### src/rtl/mic_microsequencer.sv
// Microprogram sequencer for the Mic datapath.
// Owns MPC, forms the next control store address from NEXT_ADDRESS/JAM, the
// ALU flags and MBR, issues one-cycle memory strobes and stalls the datapath
// (mir_load low) until memory acknowledges. HALT_ADDR parks the sequencer
// until reset.
module mic_microsequencer #(
    parameter int                ADDR_W     = 9,
    parameter int                MBR_W      = 8,
    parameter logic [ADDR_W-1:0] RESET_ADDR = '0,
    parameter logic [ADDR_W-1:0] HALT_ADDR  = '1
) (
    input  logic              clk,
    input  logic              rst_n,
    input  logic [ADDR_W-1:0] mir_next_addr,
    input  logic [2:0]        mir_jam,
    input  logic [2:0]        mir_mem,
    input  logic              alu_n,
    input  logic              alu_z,
    input  logic [MBR_W-1:0]  mbr,
    input  logic              mem_ack,
    output logic [ADDR_W-1:0] mpc,
    output logic              mir_load,
    output logic              mem_wr,
    output logic              mem_rd,
    output logic              mem_fetch,
    output logic              n_flag,
    output logic              z_flag,
    output logic              halted
);

    typedef enum logic [1:0] {
        StRun     = 2'd0,
        StWaitMem = 2'd1,
        StHalt    = 2'd2
    } state_t;

    state_t state_q;
    state_t state_d;

    logic [ADDR_W-1:0] mpc_q;
    logic              n_q;
    logic              z_q;
    logic              memWr_q;
    logic              memRd_q;
    logic              memFetch_q;

    // JAM field decode: bit 2 = JMPC, bit 1 = JAMN, bit 0 = JAMZ
    logic              jmpc;
    logic              jamN;
    logic              jamZ;
    logic              nextHi;
    logic [MBR_W-1:0]  nextLo;
    logic [ADDR_W-1:0] nextAddr;
    logic              goHalt;
    logic              memReq;

    assign jmpc = mir_jam[2];
    assign jamN = mir_jam[1];
    assign jamZ = mir_jam[0];

    // Next address is a pure OR of the fields; no carries ever propagate
    always_comb begin
        nextHi   = mir_next_addr[ADDR_W-1] | (jamN & alu_n) | (jamZ & alu_z);
        nextLo   = jmpc ? (mir_next_addr[MBR_W-1:0] | mbr)
                        : mir_next_addr[MBR_W-1:0];
        nextAddr = {nextHi, nextLo};
        goHalt   = (nextAddr == HALT_ADDR);
        memReq   = (mir_mem != 3'b000);
    end

    // State register; reset abandons any pending memory access
    always_ff @(posedge clk or negedge rst_n) begin
        if (!rst_n) begin
            state_q <= StRun;
        end else begin
            state_q <= state_d;
        end
    end

    // Next-state logic: halting takes priority over starting a memory cycle
    always_comb begin
        state_d = state_q;
        case (state_q)
            StRun: begin
                if (goHalt) begin
                    state_d = StHalt;
                end else if (memReq) begin
                    state_d = StWaitMem;
                end
            end
            StWaitMem: begin
                if (mem_ack) begin
                    state_d = StRun;
                end
            end
            StHalt: begin
                state_d = StHalt;
            end
            default: begin
                state_d = StRun;
            end
        endcase
    end

    // MPC, flags and strobes commit only in RUN; strobes self-clear after one cycle
    always_ff @(posedge clk or negedge rst_n) begin
        if (!rst_n) begin
            mpc_q      <= RESET_ADDR;
            n_q        <= 1'b0;
            z_q        <= 1'b0;
            memWr_q    <= 1'b0;
            memRd_q    <= 1'b0;
            memFetch_q <= 1'b0;
        end else begin
            memWr_q    <= 1'b0;
            memRd_q    <= 1'b0;
            memFetch_q <= 1'b0;
            if (state_q == StRun) begin
                mpc_q <= nextAddr;
                n_q   <= alu_n;
                z_q   <= alu_z;
                if (!goHalt && memReq) begin
                    memWr_q    <= mir_mem[2];
                    memRd_q    <= mir_mem[1];
                    memFetch_q <= mir_mem[0];
                end
            end
        end
    end

    // Outputs decoded from the state register and datapath registers
    always_comb begin
        mir_load  = (state_q == StRun);
        halted    = (state_q == StHalt);
        mpc       = mpc_q;
        n_flag    = n_q;
        z_flag    = z_q;
        mem_wr    = memWr_q;
        mem_rd    = memRd_q;
        mem_fetch = memFetch_q;
    end

endmodule
### config.mk
export PLATFORM = sky130hd
export DESIGN_NAME = mic_microsequencer
export DESIGN_NICKNAME = d
export VERILOG_FILES = /design/src/rtl/mic_microsequencer.sv
export SDC_FILE = /design/constraint.sdc
export NUM_CORES = 1
export LEC_CHECK = 0
export CAP_MARGIN = 15
export CORE_MARGIN = 4
export CORE_UTILIZATION = 36
export CTS_CLUSTER_DIAMETER = 150
export DETAILED_ROUTE_END_ITERATION = 10
export PLACE_DENSITY = 0.79
export SLEW_MARGIN = 20
export SYNTH_ARGS = -nofsm -noshare
export SYNTH_HDL_FRONTEND = slang
export SYNTH_SLANG_ARGS = --single-unit
### constraint.sdc
create_clock -name clk -period 1.2 [get_ports clk]
set_input_delay 0.18 -clock clk [delete_from_list [all_inputs] [get_ports clk]]
set_output_delay 0.18 -clock clk [all_outputs]
set_load 0.02 [all_outputs]
==> results of run 1 <==
critical path, stage by stage (launching register included):
cell	delay, ps
dfrtp_2	450
nor2_4	170
buf_6	140
metal layers:
metal	vias to the layer above	part of all wire [%]
met5	-	0
met4	0	0.90
met3	4	9.0
met2	33	50
met1	392	40
li1	369	-
per-stage QoR:
| stage | instance area [µm²] | instances | total power [W] | setup TNS, ps |
|---|---|---|---|---|
| after floorplan | 742 | 67 | 0.00153 | 0 |
| after global placement | 1250 | 142 | 0.00219 | -2170 |
| after detailed placement | 1250 | 142 | 0.00223 | -2430 |
| after CTS | 1290 | 148 | 0.00254 | -31.7 |
| after global routing | 1380 | 154 | 0.00290 | -132 |
| final | 1380 | 154 | 0.00273 | -22.4 |
final cells by class:
cell class	instances	area, µm²
inverter	1	3.75
multi-input combinational	47	352
clock buffer	4	36.3
tap	27	33.8
sequential	16	402
timing repair buffer	59	552
fill	159	583
synth_stat cells:
cell type and n:
mux2_1 2, o22ai_2 4, a221o_1 1, nand3_2 1
nor4_4 1, a21oi_1 17, nor2_1 9, and3_1 3
nor3_1 1, a21oi_2 1, nand2b_1 1, buf_2 3
nor2_2 1, o21bai_2 1, inv_1 1, mux2_2 1
a311o_1 1, nand4_1 2, dfrtp_1 16
what timing repair did:
item / in CTS / in global routing
hold buffers: 0 / 0
endpoints found under the setup margin: 24 / 20
gates resized for setup: 45 / 24
cloned: 1 / 0
setup buffers: 1 / 6
pin swaps: 4 / 5
sequential cells by signal, summed over array words and instances, names as in the netlist:
name       flops
mem_wr         1
mem_rd         1
z_flag         1
n_flag         1
mpc            9
state_q        2
mem_fetch      1
logic make-up (layout without fill, tap and decap cells):
group	count (synthesis)	in the layout	share of synthesized area, %
AOI/OAI and AO/OA	25	25	23.6
buffers and inverters	4	64	2.53
DFF	16	16	54.0
muxes	3	3	4.55
and+or+nand+nor	19	19	15.3
path summary, 6_finish.rpt:
kind,slack [ps],endpoint
hold / removal,190,n_flag
max in group asynchronous,800,state_q[1]
setup reg to reg,30,mpc[8]
hold reg to reg,540,z_flag
min in group asynchronous,200,mem_fetch
setup / recovery,-20,mir_load
power by group through the flow:
| stage | clock network [W] | registers [W] | logic [W] |
|---|---|---|---|
| after global placement | 0 | 0.000878 | 0.00131 |
| after detailed placement | 0 | 0.000887 | 0.00134 |
| after floorplan | 0 | 0.00113 | 0.000403 |
| after global routing | 0.000390 | 0.000912 | 0.00160 |
| final | 0.000346 | 0.000883 | 0.00150 |
| after CTS | 0.000361 | 0.000868 | 0.00131 |
==> metrics.txt, run 1 <==
sequential share of power=32.4%; antenna-violating nets left=0; TritonCTS Buffers=3; top cell type's share of synthesized area=54.0%; clk slew on worst S/H paths=90 ps; TritonCTS clock tree=done; commonest non-fill, non-tap cells in the layout=17 x a21oi_1, 16 x dlygate4sd2_1, 15 x dfrtp_1; Unique masters post-synth=19; worst path required time=1020 ps; #FFs+latches synth=16; Internal Pwr Total=0.00168 W; Total Routing Usage GR=17.4%; crit end category=primary output; hold_sp=alu_n; Worst VDD drop=1.24 mV; crit path launch=state_q[1]; Setup crit start kind=flip-flop; cell count after synthesis=67; syn nets=95; DR WL/cell=15.9 µm; Setup Skew=5.56 ps; ratio of cells with drive above 1 in the final layout=30.7%; unrepaired setup endpoints after global routing=true; GRT met3 Usage=6.76%; Slew HR=81.6%; commonest non-fill, non-tap cell in the layout=a21oi_1; Seq/Total Area, Yosys=54.0%; crit path kind=reg -> out; worst slew pin tran=274 ps; max-slew violations=0; Max Cap Viol=0; die width=53.4 µm; Max H-tree Level=1; Yosys Warn Count=0; Std-Cell Core Area=1960 µm²; IO Port Bufs=43; die height=53.4 µm; DR iter-0 viols=11; initial cell density of the core=37.8%; synth top area cells=dfrtp_1 54%, a21oi_1 11%, o22ai_2 6.7%, nor2_1 4.6%, mux2_1 3.0%; grt total ovfl=0; peak fanout along the critical path=3; Root Buffer=clkbuf_4; wirelength, routed=2450 µm; combinational share of power=55.0%; Longest Clk Path Bufs=2; grt met1 use=19.4%; worst-skew pair later-pin latency=280 ps; period utilisation layout=102%; Final Wtd Congestion=0.766; DP Worst Slack=-408 ps; Avg Inst Size Synth=11.1 µm²; number of remaining DRC errors=0; wire length of the first global-routing pass=3530 µm; Net Sw Frac=38.4%; via count=798; Tmin final=1220 ps; final core area utilization=70.3%; Clock power frac=12.7%; initial antenna violation count=0; Hold Vio Cnt, Final=0; Site Rows=16; # setup viols final=2; Final #Nets=156; Reg-to-Reg Start=state_q[1]; pwr dens=1980 nW/µm²; Psw=0.00105 W; final hold slack=186 ps; WHS Path Cells=2; area added between synthesis and finish=85.8%; Synth area leader=dfrtp_1; failing checks=negative setup slack; vias per cell=5.18; vias in the first global route=790; GR peak layer=met2; largest net degree at the start of global routing=17; hpwl dp=1700 µm; outcome=complete, but fails checks; PnR worst setup slack=-18.9 ps; # IOs=44; Leakage=0.662 nW; FF-to-FF path depth=3; met2 usage=30.2%; final antenna diode count=0; clk sink count=16; f_max=0.820 GHz; mapped cell area=742 µm²; die area=2850 µm²; CP Data Arrival Time=1040 ps; drt pass-1 iters=4; worst min path class=in -> reg
(Power assumes the default switching activity.)
==> run 2, diff against run 1 <==
CORE_ASPECT_RATIO = 0.7   (was unset)
GPL_TIMING_DRIVEN = 0   (was unset)
clock period = 1.4 ns   (was 1.2 ns; I/O delays follow)
==> metrics.txt, run 2 (same netlist as run 1, synthesis figures left out) <==
ratio of cells with drive above 1 in the final layout=19.8% (-11 points); Inst Count DP=131 (-7.7%); hpwl dp=1680 µm (-1.2%); wire length of the first global-routing pass=3360 µm (-4.7%); outcome=finished, final reports clean; area added between synthesis and finish=67.8%; f_max=0.725 GHz; final core area utilization=65.4% (-4.9 points); final antenna diode count=0 (unchanged); DR WL/cell=14.7 µm (-7.9%); commonest non-fill, non-tap cells in the layout=24 x clkdlybuf4s50_1, 17 x a21oi_1, 15 x dfrtp_1; die height=46.0 µm (-14%); crit end category=primary output; number of remaining DRC errors=0 (unchanged); hold bufs inserted after CTS=0 (unchanged); Std-Cell Core Area=1900 µm² (-3.0%); DP Worst Slack=-352 ps (+55.6 ps); clk slew on worst S/H paths=90 ps (about the same); vias in the first global route=764 (-3.3%); Sequential Area=402 µm² (unchanged); IO Port Bufs=42 (-2.3%); peak fanout along the critical path=10 (+7); via count=723 (-9.4%); Site Rows=13 (-3); initial antenna violation count=0 (unchanged); die width=62.3 µm (+17%); Hold Vio Cnt, Final=0 (unchanged); max-slew violations=0 (unchanged); Largest register FFs=9 (unchanged); Root Buffer=clkbuf_4; Longest Clk Path Bufs=2 (unchanged); Setup Skew=0.801 ps (-4.76 ps); # setup viols final=0 (-2); commonest non-fill, non-tap cell in the layout=clkdlybuf4s50_1; DR top layer=met3; largest net degree at the start of global routing=17 (unchanged); Setup TNS=0 ps (+22.4 ps); drt pass-1 iters=4 (unchanged); grt total ovfl=0 (unchanged); PnR worst setup slack=19.8 ps (+38.8 ps); wirelength, routed=2020 µm (-17%); Leakage=0.537 nW (-19%); Filler cells=157 (-1.3%); # IOs=44 (unchanged); worst path required time=1190 ps (+170 ps); DR iter-0 viols=18 (+7); Total Routing Usage GR=15.1% (-2.3 points); multi-input logic area=328 µm² (-6.8%); Max H-tree Level=1 (unchanged); Final Wtd Congestion=0.760 (-0.80%); initial cell density of the core=39.0% (+1.2 points); CP Data Arrival Time=1170 ps (+130 ps); Met3 Wirelength=205 µm (-6.8%); Finished Layout Cells=138 (-10%); Setup crit start kind=flip-flop; die area=2860 µm² (+0.40%); Slew HR=53.4% (-28 points); TritonCTS clock tree=done; worst min path class=in -> reg; crit path kind=reg -> out; TritonCTS Buffers=3 (unchanged); Worst VDD drop=1.43 mV (+15%); wire length on met1=885 µm (-10%); antenna-violating nets left=0 (unchanged); vias per cell=5.24 (+1.1%); worst-skew pair later-pin latency=280 ps (about the same); met2 WL=932 µm (-24%); Final #Nets=145 (-7.1%); worst slew pin tran=696 ps (+422 ps); Tmin final=1380 ps; Max Cap Viol=0 (unchanged); period utilisation layout=98.6%; pwr dens=1720 nW/µm² (-13%); unrepaired setup endpoints after global routing=true; clk sink count=16 (unchanged)
==> run 2: cell count changes in the layout (fill, tap and decap cells not counted), sizes merged <==
cell / delta
clkdlybuf4s50: +16
buf: -11
clkdlybuf4s15: -10
dlymetal6s2s: -4
dlygate4sd2: -2
==> run 2: cell type report <==
type	count	share of cell area, %
clock buffer	4	2.91
buffer	3	1.71
multi-input combinational	47	26.3
inverter	1	0.302
timing repair buffer	45	34.3
sequential	16	32.3
tap	22	2.21
==> run 2: final timing paths <==
kind | from | slack [ps] | endpoint | cells after the start
min | mir_next_addr[1] | 320 | mpc[1] | 3
max | state_q[0] | 20 | mir_load | 3
max reg2reg | state_q[0] | 240 | n_flag | 3
min in group asynchronous | rst_n | 340 | mpc[7] | 1
max in group asynchronous | rst_n | 580 | state_q[0] | 1
min reg2reg | z_flag | 490 | z_flag | 1
==> run 2: per-layer routing <==
metal	track usage [%]	vias up
li1	-	345
met1	17.9	350
met2	24.4	28
met3	8.89	0
met4	2.54	0
met5	0	-
==> run 2: critical path: stages, from the launching register on <==
cell,delay (ps)
dfrtp_2,460
nor2_4,150
buf_6,160
buf_6,120
==> run 2: stage by stage <==
| step | total power (W) | instance area [µm²] | hold WS [ps] |
|---|---|---|---|
| 3_5_place_dp | 0.00188 | 1190 | 468 |
| 5_1_grt | 0.00232 | 1240 | 336 |
| 4_1_cts | 0.00210 | 1220 | 320 |
| 6_report | 0.00215 | 1240 | 317 |
| 2_1_floorplan | 0.00131 | 742 | -85.6 |
| 3_3_place_gp | 0.00186 | 1190 | 452 |
==> run 2: power breakdown <==
| group | switching, W | internal [W] | total [W] |
|---|---|---|---|
| Combinational | 0.000580 | 0.000502 | 0.00108 |
| Sequential | 0.000111 | 0.000652 | 0.000763 |
| Clock | 0.000144 | 0.000158 | 0.000302 |
| Total | 0.000834 | 0.00131 | 0.00215 |
==> run 2: what timing repair did <==
item,CTS,global route
cloned,0,0
pin swaps,1,3
setup endpoints to repair,16,5
gates resized for setup,26,3
buffers inserted,0,3
==> run 3, diff against run 2 <==
CAP_MARGIN = 40   (was 15)
CORE_UTILIZATION = 39   (was 36)
PLACE_DENSITY = 0.85   (was 0.79)
clock period = 1.7 ns   (was 1.4 ns; I/O delays follow)
==> metrics.txt, run 3 (same netlist as run 1, synthesis figures left out) <==
largest net degree at the start of global routing=17 (unchanged); R2R setup slack=540 ps (+300 ps); period utilisation layout=94.3%; # setup viols final=0 (unchanged); area added between synthesis and finish=64.9%; Max Cap Viol=0 (unchanged); Site Rows=12 (-1); commonest non-fill, non-tap cells in the layout=40 x clkdlybuf4s50_1, 17 x a21oi_1, 15 x dfrtp_1; slowest CP cell=dfrtp_2; pwr dens=1450 nW/µm² (-16%); hold_sp=mir_jam[2]; Finished Layout Cells=133 (-3.6%); Std-Cell Core Area=1700 µm² (-11%); Setup Skew=1.20 ps (+0.396 ps); Max H-tree Level=1 (unchanged); Reg-to-Reg Start=state_q[0]; Leakage=0.486 nW (-9.4%); CP Data Arrival Time=1350 ps (+180 ps); Inst Count DP=130 (-0.76%); hold bufs inserted after CTS=0 (unchanged); initial cell density of the core=43.7% (+4.7 points); worst reg2reg path endpoint=mpc[2]; drt pass-1 iters=4 (unchanged); DR WL/cell=17.8 µm (+22%); Hold Path End=mpc[3]; die area=2680 µm² (-6.6%); commonest non-fill, non-tap cell in the layout=clkdlybuf4s50_1; die width=60.1 µm (-3.4%); Tmin final=1600 ps; outcome=finished, final reports clean; hpwl dp=1970 µm (+17%); Sequential Area=402 µm² (unchanged); TritonCTS clock tree=done; die height=44.5 µm (-3.3%); PnR worst setup slack=97.2 ps (+77.4 ps); Root Buffer=clkbuf_4; crit end category=primary output; ratio of cells with drive above 1 in the final layout=16.1% (-3.8 points); worst min path class=in -> reg; antenna-violating nets left=0 (unchanged); final hold slack=369 ps (+51.2 ps); Filler cells=121 (-23%); peak fanout along the critical path=10 (unchanged); TritonCTS Buffers=3 (unchanged); max-slew violations=0 (unchanged); Total Routing Usage GR=19.4% (+4.3 points); Crit path largest cell delay=450 ps (about the same); via count=712 (-1.5%); WHS Path Cells=3 (unchanged); Total Power=0.00177 W (-18%); DP Worst Slack=-77.6 ps (+275 ps); Slew HR=51.6% (-1.8 points); wirelength, routed=2370 µm (+17%); Largest register FFs=9 (unchanged); Final #Nets=142 (-2.1%); initial antenna violation count=0 (unchanged); IO Port Bufs=42 (unchanged); final core area utilization=72.1% (+6.7 points); clk sink count=16 (unchanged); grt total ovfl=0 (unchanged); FF-to-FF path depth=4 (+1); Longest Clk Path Bufs=2 (unchanged); wire length of the first global-routing pass=3730 µm (+11%); crit path kind=reg -> out; worst path required time=1440 ps (+250 ps); vias in the first global route=776 (+1.6%); Hold Vio Cnt, Final=0 (unchanged); worst-skew pair later-pin latency=290 ps (about the same); # IOs=44 (unchanged); Setup crit start kind=flip-flop; unrepaired setup endpoints after global routing=false; number of remaining DRC errors=0 (unchanged); f_max=0.624 GHz; critical path cell sequence=nor2_4, buf_6, clkdlybuf4s15_2; Final Wtd Congestion=0.806 (+6.1%); DR iter-0 viols=14 (-4); clk slew on worst S/H paths=80 ps (about the same); worst slew pin tran=723 ps (+26.8 ps); vias per cell=5.35 (+2.2%); final antenna diode count=0 (unchanged); Worst VDD drop=0.961 mV (-33%); multi-input logic area=328 µm² (unchanged)
run 3: cell types whose count changed in the layout (fill, tap and decap cells not counted):
cell and change:
buf_4 -3, buf_6 -1, clkbuf_2 -1, clkbuf_8 -1, clkdlybuf4s15_2 +1, clkdlybuf4s50_1 +16
dlygate4sd2_1 -13, dlymetal6s2s_1 -2
run 3: layout make-up:
| type | instances | area share [%] |
|---|---|---|
| repair buffers | 42 | 34.4 |
| flip-flops and latches | 16 | 32.8 |
| multi-input cells | 47 | 26.8 |
| well taps | 21 | 2.15 |
| clock buffers | 3 | 1.84 |
| plain buffers | 3 | 1.74 |
| inverters | 1 | 0.307 |
run 3: where the power goes:
group          leakage [nW]  internal, W  switching (W)
Clock                0.0138    0.0000826       0.000113
Combinational         0.290     0.000466       0.000479
Sequential            0.182     0.000537      0.0000933
run 3: what timing repair did:
| item | in CTS | in global routing |
|---|---|---|
| pin swaps | 0 | 0 |
| endpoints found under the setup margin | 2 | 1 |
| gates resized for setup | 6 | 2 |
| gates cloned | 0 | 0 |
| setup buffers | 0 | 0 |
run 3: metrics by stage:
step                setup TNS, ps  instance area, µm²
floorplan                       0                 742
global placement            -86.9                1190
detailed placement           -262                1190
CTS                             0                1220
global route                    0                1220
finish                          0                1220
run 3: layer usage:
layer  track usage [%]  routed length (µm)
met1              22.0                 925
met2              36.4                1300
met3              5.25                 134
met4              3.98                  17
met5                 0                   0
run 3: worst max-delay path by stage:
stage	startpoint	endpoint	slack, ps
after floorplan	state_q[0]	mir_load	600
after global placement	state_q[0]	mir_load	-90
after detailed placement	state_q[0]	mir_load	-80
after CTS	state_q[0]	mir_load	50
after global routing	state_q[0]	mir_load	40
final	state_q[0]	mir_load	100
run 3: critical path: cells and delay by family, from the launching register on:
kind,cells,cell delay (ps)
and+or+nand+nor,1,180
buffers and inverters,2,420
DFF,1,450
